===== src/rtl/multi_key_press_detector.sv =====
// Multi-key debounced press detector: short / long / double per key.
// Ports: clk, reset (sync, active-high), key_in raw levels; key_level
// debounced levels; short/long/double_press per-key 1-cycle pulses;
// event_valid/event_key/event_type registered lowest-index summary.
module multi_key_press_detector #(
  parameter int NUM_KEYS          = 2,
  parameter int DEBOUNCE_CYCLES   = 200000,
  parameter int LONG_CYCLES       = 100000000,
  parameter int DOUBLE_GAP_CYCLES = 30000000,
  parameter int DOUBLE_EN         = 1,
  localparam int KW = (NUM_KEYS > 1) ? $clog2(NUM_KEYS) : 1
) (
  input  logic                clk,
  input  logic                reset,
  input  logic [NUM_KEYS-1:0] key_in,
  output logic [NUM_KEYS-1:0] key_level,
  output logic [NUM_KEYS-1:0] short_press,
  output logic [NUM_KEYS-1:0] long_press,
  output logic [NUM_KEYS-1:0] double_press,
  output logic                event_valid,
  output logic [KW-1:0]       event_key,
  output logic [1:0]          event_type
);

  localparam int MAX_LG = (LONG_CYCLES > DOUBLE_GAP_CYCLES) ?
                          LONG_CYCLES : DOUBLE_GAP_CYCLES;
  localparam int MAXT   = (MAX_LG > DEBOUNCE_CYCLES) ?
                          MAX_LG : DEBOUNCE_CYCLES;
  localparam int CW     = $clog2(MAXT + 1);

  localparam logic [CW-1:0] DB_LAST   = CW'(DEBOUNCE_CYCLES - 1);
  localparam logic [CW-1:0] LONG_LAST = CW'(LONG_CYCLES - 1);
  localparam logic [CW-1:0] GAP_LAST  = CW'(DOUBLE_GAP_CYCLES - 1);
  localparam logic [CW-1:0] CNT_ONE   = CW'(1);

  typedef enum logic [1:0] {
    S_IDLE,
    S_PRESS1,
    S_GAP,
    S_HOLD
  } state_t;

  logic [NUM_KEYS-1:0] w_short;
  logic [NUM_KEYS-1:0] w_long;
  logic [NUM_KEYS-1:0] w_dbl;

  for (genvar g = 0; g < NUM_KEYS; g++) begin : g_key
    logic          r_s1;
    logic          r_s2;
    logic          r_armed;
    logic          r_level;
    logic [CW-1:0] r_arm_cnt;
    logic [CW-1:0] r_db_cnt;
    logic [CW-1:0] r_cnt;
    logic [CW-1:0] w_cnt_nxt;
    state_t        r_state;
    state_t        w_state_nxt;
    logic          r_short;
    logic          r_long;
    logic          r_dbl;
    logic          w_s;
    logic          w_l;
    logic          w_d;

    always_ff @(posedge clk) begin
      if (reset) begin
        r_s1      <= 1'b0;
        r_s2      <= 1'b0;
        r_armed   <= 1'b0;
        r_level   <= 1'b0;
        r_arm_cnt <= '0;
        r_db_cnt  <= '0;
      end else begin
        r_s1 <= key_in[g];
        r_s2 <= r_s1;
        // Arm only after a full debounce window of released input,
        // so a key held through reset never reports.
        if (!r_armed) begin
          if (!r_s2) begin
            if (r_arm_cnt == DB_LAST) begin
              r_armed   <= 1'b1;
              r_arm_cnt <= '0;
            end else begin
              r_arm_cnt <= r_arm_cnt + 1'b1;
            end
          end else begin
            r_arm_cnt <= '0;
          end
        end
        if (r_s2 != r_level) begin
          if (r_db_cnt == DB_LAST) begin
            if (r_armed) begin
              r_level  <= r_s2;
              r_db_cnt <= '0;
            end
          end else begin
            r_db_cnt <= r_db_cnt + 1'b1;
          end
        end else begin
          r_db_cnt <= '0;
        end
      end
    end

    // r_cnt is the hold counter in PRESS1 and the gap counter in GAP.
    // It is loaded with 1 on entry so that the cycle of entry counts.
    always_comb begin
      w_state_nxt = r_state;
      w_cnt_nxt   = r_cnt;
      w_s         = 1'b0;
      w_l         = 1'b0;
      w_d         = 1'b0;
      if (r_armed) begin
        unique case (r_state)
          S_IDLE: begin
            if (r_level) begin
              w_state_nxt = S_PRESS1;
              w_cnt_nxt   = CNT_ONE;
            end
          end
          S_PRESS1: begin
            if (r_level) begin
              if (r_cnt >= LONG_LAST) begin
                w_l         = 1'b1;
                w_state_nxt = S_HOLD;
              end else begin
                w_cnt_nxt = r_cnt + 1'b1;
              end
            end else if (DOUBLE_EN != 0) begin
              w_state_nxt = S_GAP;
              w_cnt_nxt   = CNT_ONE;
            end else begin
              w_s         = 1'b1;
              w_state_nxt = S_IDLE;
            end
          end
          S_GAP: begin
            // A rise beats gap expiry in the same cycle.
            if (r_level) begin
              w_d         = 1'b1;
              w_state_nxt = S_HOLD;
            end else if (r_cnt >= GAP_LAST) begin
              w_s         = 1'b1;
              w_state_nxt = S_IDLE;
            end else begin
              w_cnt_nxt = r_cnt + 1'b1;
            end
          end
          S_HOLD: begin
            if (!r_level) begin
              w_state_nxt = S_IDLE;
            end
          end
          default: begin
            w_state_nxt = S_IDLE;
          end
        endcase
      end
    end

    always_ff @(posedge clk) begin
      if (reset) begin
        r_state <= S_IDLE;
        r_cnt   <= '0;
        r_short <= 1'b0;
        r_long  <= 1'b0;
        r_dbl   <= 1'b0;
      end else begin
        r_state <= w_state_nxt;
        r_cnt   <= w_cnt_nxt;
        r_short <= w_s;
        r_long  <= w_l;
        r_dbl   <= w_d;
      end
    end

    assign w_short[g]      = w_s;
    assign w_long[g]       = w_l;
    assign w_dbl[g]        = w_d;
    assign key_level[g]    = r_level;
    assign short_press[g]  = r_short;
    assign long_press[g]   = r_long;
    assign double_press[g] = r_dbl;
  end

  logic          w_ev_valid;
  logic [KW-1:0] w_ev_key;
  logic [1:0]    w_ev_type;
  logic          r_ev_valid;
  logic [KW-1:0] r_ev_key;
  logic [1:0]    r_ev_type;

  // Scan from the top so the lowest-index key is written last and wins.
  always_comb begin
    w_ev_valid = 1'b0;
    w_ev_key   = '0;
    w_ev_type  = 2'b00;
    for (int k = NUM_KEYS - 1; k >= 0; k--) begin
      if (w_short[k] | w_long[k] | w_dbl[k]) begin
        w_ev_valid = 1'b1;
        w_ev_key   = KW'(k);
        if (w_dbl[k]) begin
          w_ev_type = 2'b11;
        end else if (w_long[k]) begin
          w_ev_type = 2'b10;
        end else begin
          w_ev_type = 2'b01;
        end
      end
    end
  end

  always_ff @(posedge clk) begin
    if (reset) begin
      r_ev_valid <= 1'b0;
      r_ev_key   <= '0;
      r_ev_type  <= 2'b00;
    end else begin
      r_ev_valid <= w_ev_valid;
      r_ev_key   <= w_ev_key;
      r_ev_type  <= w_ev_type;
    end
  end

  assign event_valid = r_ev_valid;
  assign event_key   = r_ev_key;
  assign event_type  = r_ev_type;

endmodule


===== config.mk =====
export PLATFORM = sky130hd
export DESIGN_NAME = multi_key_press_detector
export DESIGN_NICKNAME = d
export VERILOG_FILES = /design/src/rtl/multi_key_press_detector.sv
export SDC_FILE = /design/constraint.sdc
export NUM_CORES = 1
export LEC_CHECK = 0
export CAP_MARGIN = 10
export CORE_AREA = 10 10 164 166
export CTS_CLUSTER_SIZE = 16
export DETAILED_ROUTE_END_ITERATION = 16
export DIE_AREA = 0 0 174 176
export DONT_BUFFER_PORTS = 1
export PLACE_DENSITY = 0.61
export SLEW_MARGIN = 0
export SYNTH_ARGS = -nofsm -noshare
export SYNTH_HDL_FRONTEND = slang
export SYNTH_SLANG_ARGS = --single-unit

===== constraint.sdc =====
create_clock -name clk -period 4.9 [get_ports clk]
set_input_delay 0.735 -clock clk [delete_from_list [all_inputs] [get_ports clk]]
set_output_delay 0.735 -clock clk [all_outputs]
set_load 0.03 [all_outputs]

==> summary.txt <==
Power
  – Power Dens Cells: ~280 nW/µm²
  – Peak VDD IR: about 0.15 mV
  – Leakage: roughly 3.2 nW

Setup path
  – CP Launch Type: register
  – CP required: approximately 5300 ps
  – Critical path type: register to register
  – R2r worst-path depth: 8
  – Worst reg2reg endpoint: g_key[1].r_cnt[19]$_SDFFE_PP0P_
  – CP endpoint: g_key[1].r_cnt[19]$_SDFFE_PP0P_
  – Flop2flop setup slack: around 1800 ps
  – CP Capture Type: register
  – RR Startpoint: g_key[1].r_cnt[0]$_SDFFE_PP0P_
  – Worst Path Max Fanout: 22
  – Crit. Startpoint: g_key[1].r_cnt[0]$_SDFFE_PP0P_
  – Critical Path AT: roughly 3500 ps

Route
  – Antenna viol nets, final: 0
  – TritonRoute pass-1 iters: 5
  – 1st-iter DRT viols: 590
  – Routed WL: about 22 mm
  – Vias/cell: ~5.5
  – Drt drc: 0
  – Routed via count: 8232
  – DR WL/cell: approximately 14 µm

Outcome
  – Status: completed

Clock network
  – PostCTS Resize Cnt: 0
  – Postcts setup bufs: 0
  – Worst skew pair latency: ~440 ps
  – H-tree Lvls: 4
  – Cts hold-fix bufs: 0
  – Worst-path clk slew: 80 ps
  – Root buffer cell: clkbuf_16
  – CTS Buf Count: 17
  – Clock sink total: ~180
  – CTS tree: done
  – Worst-case clock buffer depth: 2

Yosys
  – #FFs+latches synth: ~180
  – Synthesized instance count: around 1200
  – Ys Warns: 0
  – Number of synthesized flops with an enable pin: 0
  – Syn_nets: between 1000 and 1500
  – Synth async-reset ratio: 0%
  – Syn Std Cell Area: around 9300 µm²
  – Seq/Total Area, Yosys: between 30% and 40%
  – Post-synth top flop: dfxtp_1
  – Synth unique cells: 63
  – Syn avg cell area: between 7 and 8 µm²

Min path
  – Worst hold path type: input pin to register

Final layout
  – Most frequent cells in the layout: dfxtp_1, nor2_1, nand2_1
  – Most common library cell in the layout ignoring fill and taps: dfxtp_1
  – Antenna Cells: 0
  – Synth-to-layout area growth: 9.03%
  – Fraction of layout cells with a size suffix above 1: between 4 and 5%
  – Post-route cell area: 10200 µm²
  – Total Nets Final: between 1000 and 1500
  – Finished Core Util: 42.8%

Floorplan
  – Height of the chip: 176 µm
  – Die area: 30600 µm²
  – Die X: 174 µm
  – Core Area: between 20000 and 25000 µm²
  – Cell Rows: 57
  – Io pins: 16
  – Initial Utilization: about two fifths

Global routing
  – First-pass GRT wire length: approximately 37 mm
  – Vias in the first global route: around 7600
  – Grt total ovfl: 0
  – Total Routing Usage GR: 13.9%
  – Largest net degree at the start of global routing: between 70 and 80
  – Initial antenna violation count: 0

Placed design
  – Hpwl dp: 14.3 mm
  – Cell Area, Placed: approximately 9600 µm²
  – Pre-CTS setup slack: 1790 ps
  – Buffers on Ports: 0
  – Gpl congestion: 0.819

STA
  – Setup Total Neg Slack: 0 ps
  – Slew HR: 30.1%
  – Final Setup Violations: 0
  – Post-Route Skew: around 13 ps
  – F_max: about 320 MHz
  – PnR worst setup slack: approximately 1800 ps
  – RSZ-0062 raised after global routing: no
  – Final hold vios: 0
  – Slew Limit Fails: 0
  – Final worst-path cycle share: ~64%
  – Worst slew pin tran: between 1000 and 1500 ps
  – Hold WS: between 300 and 400 ps
  – Tmin final: roughly 3100 ps

Job
  – Max-cap violation count: 0
[where the power goes]
group / switching, mW / total [mW] / internal, mW
Clock: 0.626 / 1.36 / 0.730
Sequential: 0.00698 / 1.51 / 1.50
Combinational: 0.0215 / 0.0320 / 0.0105
Total: 0.655 / 2.90 / 2.24
[synthesized netlist by cell type (8+ instances only)]
cell type	count	area [µm²]
xor2_1	60	526
or3_1	20	125
a21oi_1	83	415
nor3_1	39	195
a31oi_1	15	93.8
nor2_1	166	623
ha_1	16	200
o31ai_1	10	75.1
clkbuf_1	46	173
dfxtp_1	184	3680
nand4_1	40	250
and2_1	14	87.6
o21ai_0	64	320
nand3_1	68	340
or4_1	23	173
nor2b_1	12	75.1
buf_4	8	60.1
inv_1	26	97.6
nand2_1	106	398
nor4_1	24	150
nand4b_1	11	96.3
and3_1	25	156
xnor2_1	29	254
[how the worst min path moves through the flow]
| stage | startpoint | endpoint | slack, ps | cells past startpoint |
|---|---|---|---|---|
| final | reset | g_key[0].r_cnt[6]$_SDFFE_PP0P_ | 370 | 1 |
| after floorplan | g_key[0].r_s1$_SDFF_PP0_ | g_key[0].r_s2$_SDFF_PP0_ | 410 | 1 |
| after global routing | reset | g_key[1].r_cnt[10]$_SDFFE_PP0P_ | 340 | 1 |
| after global placement | g_key[1].r_s1$_SDFF_PP0_ | g_key[1].r_s2$_SDFF_PP0_ | 440 | 1 |
| after CTS | reset | g_key[0].r_cnt[13]$_SDFFE_PP0P_ | 340 | 1 |
| after detailed placement | g_key[1].r_s1$_SDFF_PP0_ | g_key[1].r_s2$_SDFF_PP0_ | 440 | 1 |
[critical path, stage by stage (launching register included)]
cell       delay (ps)
dfxtp_1           350
ha_1              240
nand2_1           120
a211o_1           140
a31oi_1            90
o311ai_0          710
o2111ai_2         620
or4_1             660
a21oi_1           140
[layer usage]
metal	part of all wire, %	wire [µm]	GRT usage (%)	vias to the layer above
met5	0	0	0	-
met4	1.1	243	4.03	0
met3	3.6	768	3.29	25
met1	49	10500	17.9	3900
li1	-	-	-	4191
met2	46	9990	22.8	116
[cells by family (layout without fill, tap and decap cells)]
group / after synthesis / after routing / synth area share (%)
flops: 184 / 184 / 39.4
compound gates: 222 / 222 / 14.2
buf+inv: 83 / 70 / 3.74
xor+xnor: 89 / 89 / 8.34
fa+ha+maj: 16 / 16 / 2.14
mux: 2 / 2 / 0.241
simple gates: 586 / 586 / 31.9
[flip-flops by register name (all words and copies together), names as in the netlist]
signal	count
g_key.r_s2	2
event_valid	1
g_key.r_db_cnt	54
g_key.r_state	4
event_type	2
g_key.r_armed	2
g_key.r_s1	2
g_key.r_arm_cnt	54
g_key.r_dbl	2
g_key.r_long	2
g_key.r_short	2
event_key	1
g_key.r_level	2
g_key.r_cnt	54
[metrics by stage]
step / instances / total power [mW]
2_1_floorplan: 1182 / 1.57
3_5_place_dp: 1460 / 1.57
3_3_place_gp: 1460 / 1.57
6_report: 1493 / 2.90
4_1_cts: 1492 / 2.93
5_1_grt: 1493 / 3.00
[cell type report]
class                   count  area [µm²]
clock buffers              19         443
clock inverters            13         135
fillers                  2484       13600
inverters                  27         101
multi-input cells         915        5310
flip-flops and latches    184        3680
well taps                 324         405
repair buffers             11         103
Note: power is estimated with default switching activity, not from simulation.
